## config.mk

```make
export PLATFORM = sky130hd
export DESIGN_NAME = instr_fetch_unit
export DESIGN_NICKNAME = d
export VERILOG_FILES = /design/src/rtl/instr_fetch_unit.sv
export SDC_FILE = /design/constraint.sdc
export NUM_CORES = 1
export LEC_CHECK = 0
export CAP_MARGIN = 20
export CORE_ASPECT_RATIO = 1.2
export CORE_MARGIN = 2
export CORE_UTILIZATION = 48
export CTS_CLUSTER_DIAMETER = 80
export DETAILED_ROUTE_END_ITERATION = 8
export PLACE_DENSITY = 0.83
export SYNTH_ARGS = -nofsm -noshare
export SYNTH_HDL_FRONTEND = slang
export SYNTH_SLANG_ARGS = --single-unit
```

## constraint.sdc

```tcl
create_clock -name clk -period 3.4 [get_ports clk]
set_clock_uncertainty 0.05 [all_clocks]
set_input_delay 0.68 -clock clk [delete_from_list [all_inputs] [get_ports clk]]
set_output_delay 0.68 -clock clk [all_outputs]
set_load 0.03 [all_outputs]
```

## src/rtl/instr_fetch_unit.sv

```systemverilog
// instr_fetch_unit: fetch front end that reads the synchronous program ROM, assembles
// 1- or 2-byte instructions and hands them to execute over a valid/ready handshake.
// Ports:
//   clk, reset                 rising-edge clock, synchronous active-high reset
//   rom_address / rom_data     ROM address (always the PC) and ROM data (one-cycle latency)
//   ir_opcode/operand/pc       issued instruction, operand 8'h00 for 1-byte instructions
//   ir_valid / ir_ready        issue handshake
//   ir_illegal                 issued opcode is undefined (trap build only, else 0)
//   redirect_en/redirect_addr  branch redirect from execute
//   fetch_fault                sticky fault, left only through reset
// Optional feature macro: FETCH_ILLEGAL_TRAP_EN (undefined opcodes trap into the fault state).
module instr_fetch_unit #(
    parameter logic [7:0] RESET_PC  = 8'h00,
    parameter int          ROM_DEPTH = 128
) (
    input  logic       clk,
    input  logic       reset,
    output logic [7:0] rom_address,
    input  logic [7:0] rom_data,
    output logic [7:0] ir_opcode,
    output logic [7:0] ir_operand,
    output logic [7:0] ir_pc,
    output logic       ir_valid,
    input  logic       ir_ready,
    output logic       ir_illegal,
    input  logic       redirect_en,
    input  logic [7:0] redirect_addr,
    output logic       fetch_fault
);
    typedef enum logic [2:0] {FETCH_OP, CAPT_OP, FETCH_ARG, CAPT_ARG, ISSUE, FAULT} state_t;

    // one extra bit so a depth of 256 still compares correctly
    localparam logic [8:0] DEPTH = 9'(ROM_DEPTH);

    state_t     state_q, state_d;
    logic [7:0] pc_q, pc_d;
    logic [7:0] opcode_q, opcode_d;
    logic [7:0] operand_q, operand_d;
    logic [7:0] ir_pc_q, ir_pc_d;
    logic       pc_oob, handshake, trap, redirect;

    function automatic logic is_two_byte(input logic [7:0] op);
        return (op inside {8'h86, 8'h87, 8'h88, 8'h89, 8'h96, 8'h97}) || (op >= 8'h20 && op <= 8'h28);
    endfunction

    assign pc_oob    = {1'b0, pc_q} >= DEPTH;
    assign handshake = ir_valid && ir_ready;

`ifdef FETCH_ILLEGAL_TRAP_EN
    assign ir_illegal = ir_valid && !is_two_byte(opcode_q) && !(opcode_q >= 8'h42 && opcode_q <= 8'h4C);
`else
    assign ir_illegal = 1'b0;
`endif

    // an illegal instruction being consumed traps even if a redirect arrives with it
    assign trap     = handshake && ir_illegal;
    assign redirect = redirect_en && state_q != FAULT && !trap;

    always_ff @(posedge clk) begin
        if (reset) state_q <= FETCH_OP;
        else       state_q <= state_d;
    end

    always_comb begin
        state_d = state_q;
        case (state_q)
            FETCH_OP:  state_d = pc_oob ? FAULT : CAPT_OP;
            CAPT_OP:   state_d = is_two_byte(rom_data) ? FETCH_ARG : ISSUE;
            FETCH_ARG: state_d = pc_oob ? FAULT : CAPT_ARG;
            CAPT_ARG:  state_d = ISSUE;
            ISSUE:     state_d = !handshake ? ISSUE : (trap ? FAULT : FETCH_OP);
            FAULT:     state_d = FAULT;
            default:   state_d = FETCH_OP;
        endcase
        if (redirect) state_d = FETCH_OP;
    end

    always_comb begin
        ir_valid    = state_q == ISSUE;
        fetch_fault = state_q == FAULT;
    end

    // the PC advances past each byte as it is captured, so in ISSUE it already
    // points at the next instruction and holds there under backpressure
    always_comb begin
        pc_d      = pc_q;
        opcode_d  = opcode_q;
        operand_d = operand_q;
        ir_pc_d   = ir_pc_q;
        if (state_q == CAPT_OP) begin
            opcode_d  = rom_data;
            operand_d = 8'h00;
            ir_pc_d   = pc_q;
            pc_d      = pc_q + 8'd1;
        end
        if (state_q == CAPT_ARG) begin
            operand_d = rom_data;
            pc_d      = pc_q + 8'd1;
        end
        if (redirect) pc_d = redirect_addr;
    end

    always_ff @(posedge clk) begin
        if (reset) begin
            pc_q      <= RESET_PC;
            opcode_q  <= 8'h00;
            operand_q <= 8'h00;
            ir_pc_q   <= 8'h00;
        end else begin
            pc_q      <= pc_d;
            opcode_q  <= opcode_d;
            operand_q <= operand_d;
            ir_pc_q   <= ir_pc_d;
        end
    end

    assign rom_address = pc_q;
    assign ir_opcode   = opcode_q;
    assign ir_operand  = operand_q;
    assign ir_pc       = ir_pc_q;
endmodule

```

==> results.md, run 1 <==
* Status: finished, final reports clean
* Final Max Slew Viols at 0
* Final Setup Violations at 0
* Netlist cell types at 35
* Clock-pin slew on the worst setup and hold paths at 0.07 ns
* Longest Clk Path Bufs at 2
* Commonest cells post-synth: 50 x nand2_1, 36 x a21oi_1, 35 x dfxtp_1
* Place WS at 1.06 ns
* Routability cong. at 0.892
* Clock tree root driver cell: clkbuf_8
* Post-route ant nets at 0
* Sequential fraction of the synthesis area at 0.436
* Drt pass-1 iters at 4
* Number of flops mapped to enable cells by yosys at 0
* FP Rows at 23
* Setup TNS at 0 ns
* Async S/R FF share, synth at 0
* RSZ-0062 raised after global routing: false
* Max Cap Viol at 0
* Top_reg_cell synth: dfxtp_1
* Vias in the first global route at 1410
* Postcts setup bufs at 0
* Syn Area/Cell at 7.69 um2
* Critical Path AT at 1.85 ns
* Via count at 1646
* Die Span X at 56.8 um
* Final setup margin at 0.823 ns
* PwrDens at 475 nW/um2
* Fin crit period at 2.58 ns
* Layout Nets at 278
* GRT Residual Overflow at 0
* Ys Warns at 0
* Initial drt markers at 41
* Yosys top cell area share at 0.436
* Detailed placement HPWL at 2.86 mm
* TritonCTS sink count at 35
* Routed Wire Length at 4.10 mm
* Yosys reg bits at 35
* Largest net degree at the start of global routing at 25
* CP Capture Type: output pin
* Die H at 67.4 um
* Initial antenna violation count at 0
* Vias/cell at 5.60
* Number of port buffers at 53
* Starting Density at 0.490
* Skew-Pair Late Insertion Delay at 0.29 ns
* CP required at 2.67 ns
* Hold Path Class: reg -> reg
* Cells after Synth at 209
* Hold Buf Count CTS at 0
* Synth-to-Final Area Change at 39.8%
* Mapped Area at 1610 um2
* Worst-path maximum fanout at 18
* Count of final hold-check violations at 0
* Antenna cells at 0
* Fin crit share at 0.758
* CTS H-tree lvls at 2
* Slew @ Worst Pin at 0.720 ns
* Worst VDD drop at 0.000390 V
* Lkg Pwr at 0.808 nW
* I/O pin count at 55
* Rel. slew slack at 0.519
* Routed wire length per instance at 14.0 um
* Most common cell in the netlist: nand2_1
* Cell taking the most area after synthesis: dfxtp_1
* Max Freq at 0.388 GHz
* GRT Overall Usage at 0.218
* Die footprint at 3830 um2
* Largest cells by area after synthesis: dfxtp_1 44%, nand2_1 12%, a21oi_1 11%, nand3_1 4.4%, nand2b_1 2.3%
* Core ar. at 3280 um2
* Post-Syn Nets at 231
* Global-route wire length before repair at 6.40 mm
* Total CTS buffers at 5
* Clock tree from TritonCTS: done
* Worst setup SP type: register
* Layout cells sized above 1 at 0.0467
* CTS-repair resized insts at 0
* Residual DRC at 0
* Kind of critical path: reg -> out
-- power by group --
part / internal (mW) / leakage, nW / switching (mW)
Sequential: 0.428 / 0.285 / 0.0226
Clock: 0.293 / 0.0654 / 0.148
Combinational: 0.0739 / 0.458 / 0.102
Total: 0.795 / 0.808 / 0.273
-- flip-flops by register name, summed over array words and instances (netlist names) --
| name | flops |
|---|---|
| ir_operand | 8 |
| state_q | 3 |
| ir_pc | 8 |
| ir_opcode | 8 |
| rom_address | 8 |
-- final cells by class --
type,instances,area (um2)
Clock buffer,6,72.6
Clock inverter,2,60.1
Fill cell,300,1030
Inverter,4,15.0
Multi-Input combinational cell,155,807
Sequential cell,35,701
Tap cell,37,46.3
Timing Repair Buffer,55,546
-- layout by cell type, fill, tap and decap left out, drive strengths merged --
master / count
clkdlybuf4s50: 53
nor2b: 1
mux2i: 1
or3: 3
a311oi: 2
nand2b: 6
nor2: 9
a21oi: 37
nor3: 1
nor4: 5
nand3b: 2
ha: 2
bufinv: 2
inv: 4
and2: 1
and3: 1
nor3b: 2
o32ai: 1
a32oi: 1
a22oi: 1
clkbuf: 6
nand3: 14
a221oi: 1
buf: 2
a211oi: 4
conb: 1
o21ai: 7
nand4: 1
dfxtp: 35
nand2: 50
xor2: 1
-- worst max-delay path, stage by stage (launching register included) --
cell             delay [ns]
dfxtp_1                0.67
nand3b_4               0.26
inv_1                  0.04
clkdlybuf4s50_1        0.58
-- path summary, 6_finish.rpt --
path	cells past startpoint	start	end	slack [ns]
worst max-delay path	3	state_q[1]	fetch_fault	0.82
worst min-delay path	2	ir_opcode[7]	ir_opcode[7]	0.40
worst max register to register	4	state_q[0]	ir_pc[3]	1.21
worst min register to register	2	ir_opcode[7]	ir_opcode[7]	0.40
-- cells by family (layout without fill, tap and decap cells) --
group,count (synthesis),count (layout),synth area share
adders and majority gates,2,2,0.0156
buffers and inverters,19,67,0.0623
xor gates and xnor gates,1,1,0.00545
muxes,1,1,0.00623
and+or+nand+nor,96,96,0.282
DFF,35,35,0.436
other,1,1,0.00233
AOI/OAI and AO/OA,54,54,0.190
-- per-layer routing --
layer  track usage  vias to the layer above  wire length, um
li1              -                      811                -
met1         0.239                      763             1690
met2         0.401                       64             2100
met3        0.0613                        8              240
met4        0.0814                        0               71
met5             0                        -                0
-- through the flow --
| stage | hold WS (ns) | std cells | instance area [um2] | utilization | total power, mW |
|---|---|---|---|---|---|
| 2_1_floorplan | 0.468 | 209 | 1610 | - | 0.561 |
| 3_3_place_gp | 0.391 | 286 | 2110 | 0.645 | 0.631 |
| 3_5_place_dp | 0.396 | 286 | 2110 | 0.645 | 0.634 |
| 4_1_cts | 0.405 | 294 | 2250 | 0.685 | 1.07 |
| 5_1_grt | 0.421 | 294 | 2250 | 0.685 | 1.11 |
| 6_report | 0.402 | 294 | 2250 | 0.685 | 1.07 |
Note: power is estimated with default switching activity, not from simulation.
==> inputs of run 2 (changes only) <==
--- a/config.mk
+++ b/config.mk
@@ -8,10 +8,10 @@
 export CAP_MARGIN = 20
 export CORE_ASPECT_RATIO = 1.2
 export CORE_MARGIN = 2
-export CORE_UTILIZATION = 48
+export CORE_UTILIZATION = 45
 export CTS_CLUSTER_DIAMETER = 80
 export DETAILED_ROUTE_END_ITERATION = 8
-export PLACE_DENSITY = 0.83
+export PLACE_DENSITY = 0.78
 export SYNTH_ARGS = -nofsm -noshare
 export SYNTH_HDL_FRONTEND = slang
 export SYNTH_SLANG_ARGS = --single-unit
==> constraint.sdc (replaced) <==
create_clock -name clk -period 2.4 [get_ports clk]
set_clock_uncertainty 0.05 [all_clocks]
set_input_delay 0.48 -clock clk [delete_from_list [all_inputs] [get_ports clk]]
set_output_delay 0.48 -clock clk [all_outputs]
set_load 0.03 [all_outputs]
==> run 2 against run 1 <==
Via count is 1.5% lower; critical path type unchanged; critical endpoint unchanged; sequential power rose by 42%; sequential cell count stayed put; first-iteration DRC count is 17% higher; sequential share of layout area about the same; wire length up 0.15%; setup slack worse by 0.66 ns; die area increased by 6.2%; critical path depth is the same; register-to-register slack worse by 0.71 ns; design area about the same.
==> results.md, run 2 (synthesis gave the netlist of run 1 again) <==
* Status: finished, final reports clean
* Slowest CP cell: clkdlybuf4s50_1
* Worst Hold End: ir_opcode[4]
* Reg-to-reg slack, setup at 0.50 ns (-0.71 ns)
* CTS H-tree lvls at 2 (unchanged)
* R2r endpoint: ir_pc[0]
* CP required at 1.87 ns (-0.80 ns)
* Worst VDD drop at 0.000558 V (+43%)
* CP delay by family, top: buffers and inverters
* CP cell instances: nand3b_4 > inv_1 > clkdlybuf4s50_1
* Worst-path maximum fanout at 11 (-7)
* Number of port buffers at 53 (unchanged)
* I/O pin count at 55 (unchanged)
* Worst setup SP type: register
* Drt pass-1 iters at 4 (unchanged)
* Met1 wire length at 1.75 mm (+3.7%)
* Slew @ Worst Pin at 0.614 ns (-0.107 ns)
* Uppermost layer routed: met4
* Setup TNS at 0 ns (unchanged)
* Initial drt markers at 48 (+17%)
* Min-delay src: ir_opcode[4]
* Layout Nets at 282 (+1.4%)
* Crit-path max cell delay at 0.66 ns (about the same)
* Vias/cell at 5.46 (-2.5%)
* Max Cap Viol at 0 (unchanged)
* Reg2Reg Launch Point: state_q[0]
* Max Freq at 0.446 GHz
* R2R depth at 4 (unchanged)
* Total CTS buffers at 5 (unchanged)
* Fin crit period at 2.24 ns
* Crit path buf inv count at 2 (unchanged)
* Routed wire length per instance at 13.8 um (-0.87%)
* Routed length on met3 at 237 um (-1.3%)
* Die Span X at 58.6 um (+3.1%)
* GRT Overall Usage at 0.211 (-0.00667)
* Fin crit share at 0.934
* Inst Count DP at 290 (+1.4%)
* CP Capture Type: output pin
* RSZ-0062 raised after global routing: false
* Final Setup Violations at 0 (unchanged)
* Clock-pin slew on the worst setup and hold paths at 0.07 ns (about the same)
* Detailed placement HPWL at 2.96 mm (+3.5%)
* Core ar. at 3370 um2 (+2.6%)
* Longest Clk Path Bufs at 2 (unchanged)
* Commonest non-fill, non-tap cell in the layout: clkdlybuf4s50_1
* Hold Slack at 0.400 ns (-0.00181 ns)
* Largest net degree at the start of global routing at 17 (-32%)
* Critical Path AT at 1.71 ns (-0.14 ns)
* Count of final hold-check violations at 0 (unchanged)
* Non-Filler Instances at 297 (+1.0%)
* Routability cong. at 0.826 (-7.3%)
* Initial antenna violation count at 0 (unchanged)
* FP Rows at 23 (unchanged)
* Routed Wire Length at 4.11 mm (+0.15%)
* Final Max Slew Viols at 0 (unchanged)
* Clock tree root driver cell: clkbuf_8
* GRT Residual Overflow at 0 (unchanged)
* Rel. slew slack at 0.591 (+0.0722)
* Starting Density at 0.478 (-0.0126)
* Die H at 69.5 um (+3.1%)
* TritonCTS sink count at 35 (unchanged)
* Most frequent cells in the layout: 53 x clkdlybuf4s50_1, 50 x nand2_1, 36 x a21oi_1, 34 x dfxtp_1, 14 x nand3_1
* Global-route wire length before repair at 6.68 mm (+4.4%)
* DR WL met2 at 2.05 mm (-2.2%)
* Clock tree from TritonCTS: done
* Worst Hold Depth at 2 (unchanged)
* Residual DRC at 0 (unchanged)
* Antenna cells at 0 (unchanged)
* Skew-Pair Late Insertion Delay at 0.29 ns (about the same)
* Post-route ant nets at 0 (unchanged)
* Hold Path Class: reg -> reg
* Layout cells sized above 1 at 0.0615 (+0.0148)
* Die footprint at 4070 um2 (+6.2%)
* Lkg Pwr at 0.815 nW (+0.82%)
* Via count at 1622 (-1.5%)
* PwrDens at 622 nW/um2 (+31%)
* Vias in the first global route at 1541 (+9.3%)
* Postcts setup bufs at 0 (unchanged)
* Synth-to-Final Area Change at 39.8% (about the same)
* Crit path launch: state_q[0]
* Kind of critical path: reg -> out
run 2: stage by stage:
stage               setup WS (ns)  power, mW  area (um2)  utilization
finish                      0.159       1.40        2250        0.668
global route               0.0672       1.45        2250        0.668
CTS                        0.0714       1.41        2250        0.667
detailed placement          0.409      0.903        2140        0.637
global placement            0.409      0.900        2140        0.637
floorplan                   0.520      0.794        1610            -
run 2: how the worst max path moves through the flow:
stage                        to  cells past startpoint
finish              fetch_fault                      3
floorplan              ir_valid                      3
detailed placement     ir_valid                      2
global route        fetch_fault                      3
CTS                    ir_valid                      2
global placement       ir_valid                      2
run 2: worst min-delay path, stage by stage, from the launching register on:
cell     delay (ns)
dfxtp_1        0.31
nand2_1        0.05
a21oi_1        0.05
run 2: what timing repair did:
item	4_1_cts	5_1_grt
endpoints found under the setup margin	0	1
resized for setup	0	1
hold buffers	0	0
run 2: report_power, final:
group,internal (mW),leakage [nW],switching (mW),total [mW]
combinational,0.108,0.478,0.144,0.252
sequential,0.606,0.285,0.0326,0.639
clock,0.304,0.0513,0.204,0.508
run 2: cell type report:
cell class | count | area, um2
Clock inverter | 1 | 30.0
Clock buffer | 6 | 72.6
Fill cell | 298 | 1120
Multi-Input combinational cell | 155 | 807
Tap cell | 37 | 46.3
Inverter | 4 | 15.0
Timing Repair Buffer | 59 | 576
Sequential cell | 35 | 702
run 2: routing by layer:
layer,vias up,global-route usage
met2,53,0.376
li1,821,-
met3,6,0.0522
met4,0,0.0775
met1,742,0.234
met5,-,0
==> inputs of run 3 (changes only) <==
--- a/config.mk
+++ b/config.mk
@@ -6,12 +6,14 @@
 export NUM_CORES = 1
 export LEC_CHECK = 0
 export CAP_MARGIN = 20
+export CELL_PAD_IN_SITES_DETAIL_PLACEMENT = 1
+export CELL_PAD_IN_SITES_GLOBAL_PLACEMENT = 2
 export CORE_ASPECT_RATIO = 1.2
 export CORE_MARGIN = 2
-export CORE_UTILIZATION = 45
+export CORE_UTILIZATION = 24
 export CTS_CLUSTER_DIAMETER = 80
 export DETAILED_ROUTE_END_ITERATION = 8
-export PLACE_DENSITY = 0.78
+export PLACE_DENSITY = 0.76
 export SYNTH_ARGS = -nofsm -noshare
 export SYNTH_HDL_FRONTEND = slang
 export SYNTH_SLANG_ARGS = --single-unit
==> run 3 against run 2 <==
Power grew 4.0%; sequential share of layout area is 1.7 points lower; fmax shrank 1.5%; critical path depth unchanged; worst hold slack gained 0.0027 ns; global-route usage is 6.8 points lower; setup slack got worse by 0.033 ns; combinational power up 8.7%; clock power is 7.7% higher; critical endpoint unchanged.
==> results.md, run 3 (synthesis gave the netlist of run 1 again) <==
* Postcts setup bufs at 0 (unchanged)
* Reg area at 701 um2 (-0.18%)
* Routed wire length per instance at 14.2 um (+2.9%)
* Initial antenna violation count at 0 (unchanged)
* Vias/cell at 4.62 (-15%)
* Rel. slew slack at 0.611 (+0.0204)
* R2R depth at 6 (+2)
* Crit path buf inv count at 2 (unchanged)
* Global-route wire length before repair at 8.16 mm (+22%)
* Reg-to-reg slack, setup at 0.67 ns (+0.17 ns)
* Met1 wire length at 2.38 mm (+36%)
* CTS-repair resized insts at 0 (unchanged)
* Hold Slack at 0.403 ns (+0.00269 ns)
* Fillers at 785 (+160%)
* CP delay by family, top: buffers and inverters
* PwrDens at 614 nW/um2 (-1.3%)
* DR WL met2 at 2.34 mm (+14%)
* Hold Path Class: reg -> reg
* I/O pin count at 55 (unchanged)
* Final Setup Violations at 0 (unchanged)
* Fin crit share at 0.947 (+0.0139)
* Via count at 1631 (+0.55%)
* Worst-path maximum fanout at 11 (unchanged)
* Min-delay src: ir_operand[0]
* Antenna cells at 0 (unchanged)
* FP Rows at 32 (+39%)
* Routability cong. at 0.753 (-8.9%)
* Max Freq at 0.440 GHz (-1.5%)
* Worst setup SP type: register
* Lkg Pwr at 0.856 nW (+5.0%)
* RSZ-0062 raised after global routing: false
* Die H at 93.7 um (+35%)
* Clock-pin slew on the worst setup and hold paths at 0.07 ns (about the same)
* Crit-path max cell delay at 0.66 ns (about the same)
* Layout cells sized above 1 at 0.0896 (+0.0280)
* CP Capture Type: output pin
* Commonest non-fill, non-tap cell in the layout: clkdlybuf4s50_1
* TritonCTS sink count at 35 (unchanged)
* Worst Hold End: ir_operand[0]
* Residual DRC at 0 (unchanged)
* Uppermost layer routed: met4
* Critical Path AT at 1.74 ns (+0.03 ns)
* CTS H-tree lvls at 2 (unchanged)
* CP required at 1.87 ns (about the same)
* Synth-to-Final Area Change at 47.4%
* Drt pass-1 iters at 4 (unchanged)
* Core ar. at 6450 um2 (+91%)
* Slowest CP cell: clkdlybuf4s50_1
* Longest Clk Path Bufs at 2 (unchanged)
* Fin crit period at 2.27 ns (+0.0333 ns)
* Vias in the first global route at 1698 (+10%)
* Setup TNS at 0 ns (unchanged)
* Most frequent cells in the layout: 53 x clkdlybuf4s50_1, 50 x nand2_1, 36 x a21oi_1, 35 x dfxtp_1, 14 x nand3_1
* Max Cap Viol at 0 (unchanged)
* Hold Buf Count CTS at 0 (unchanged)
* Reg2Reg Launch Point: state_q[0]
* Routed length on met3 at 235 um (-0.84%)
* Skew-Pair Late Insertion Delay at 0.29 ns (about the same)
* Status: finished, final reports clean
* Crit path launch: state_q[0]
* GRT Overall Usage at 0.143 (-0.0679)
* Number of port buffers at 53 (unchanged)
* Post-route ant nets at 0 (unchanged)
* Kind of critical path: reg -> out
* Die footprint at 7370 um2 (+81%)
* Worst Hold Depth at 2 (unchanged)
* CP cell instances: nand3b_4 > inv_1 > clkdlybuf4s50_1
* R2r endpoint: rom_address[4]
* Total CTS buffers at 5 (unchanged)
* Clock tree from TritonCTS: done
* Count of final hold-check violations at 0 (unchanged)
* Routed Wire Length at 5.02 mm (+22%)
* Final Max Slew Viols at 0 (unchanged)
* Area of the multi-input gates at 807 um2 (unchanged)
* Die Span X at 78.7 um (+34%)
* Clock tree root driver cell: clkbuf_8
* Largest net degree at the start of global routing at 17 (unchanged)
* Starting Density at 0.249 (-0.228)
* Detailed placement HPWL at 3.74 mm (+26%)
* Worst VDD drop at 0.000251 V (-55%)
* Slew @ Worst Pin at 0.581 ns (-0.0324 ns)
* Layout Nets at 289 (+2.5%)
* Initial drt markers at 48 (unchanged)
* GRT Residual Overflow at 0 (unchanged)
## run 3: power breakdown
group / internal, mW / switching (mW)
Sequential: 0.605 / 0.0281
Clock: 0.310 / 0.237
Combinational: 0.118 / 0.156
Total: 1.03 / 0.422
## run 3: worst register-to-register path: stages (launching register included)
cell and delay [ns]:
dfxtp_1 0.58, nor2b_1 0.36, buf_4 0.21, a21oi_2 0.07
a21oi_1 0.14, nor2_1 0.05, nor4_1 0.17
## run 3: worst max path at each step
| stage | endpoint | cells after the start |
|---|---|---|
| finish | fetch_fault | 3 |
| global route | fetch_fault | 3 |
| CTS | fetch_fault | 3 |
| detailed placement | state_q[1] | 5 |
| global placement | state_q[1] | 5 |
| floorplan | ir_valid | 3 |
## run 3: area by class of cell
| type | count | area share |
|---|---|---|
| Clock buffer | 5 | 0.0290 |
| Clock inverter | 3 | 0.0185 |
| Inverter | 4 | 0.00634 |
| Multi-Input combinational cell | 155 | 0.341 |
| Sequential cell | 35 | 0.296 |
| Tap cell | 85 | 0.0449 |
| Timing Repair Buffer | 66 | 0.265 |
## run 3: metrics by stage
stage               cell area (um2)  instances  total power, mW  setup WS [ns]  utilization
finish                         2370        353             1.45          0.126        0.368
global route                   2370        353             1.53         0.0231        0.368
CTS                            2370        353             1.48         0.0911        0.368
detailed placement             2260        345            0.925          0.328        0.350
global placement               2260        345            0.924          0.375        0.350
floorplan                      1610        209            0.794          0.520            -
## run 3: routing by layer
metal / track usage / vias up
met1: 0.180 / 750
met2: 0.239 / 42
met5: 0 / -
met3: 0.0337 / 5
met4: 0.0482 / 0
li1: - / 834
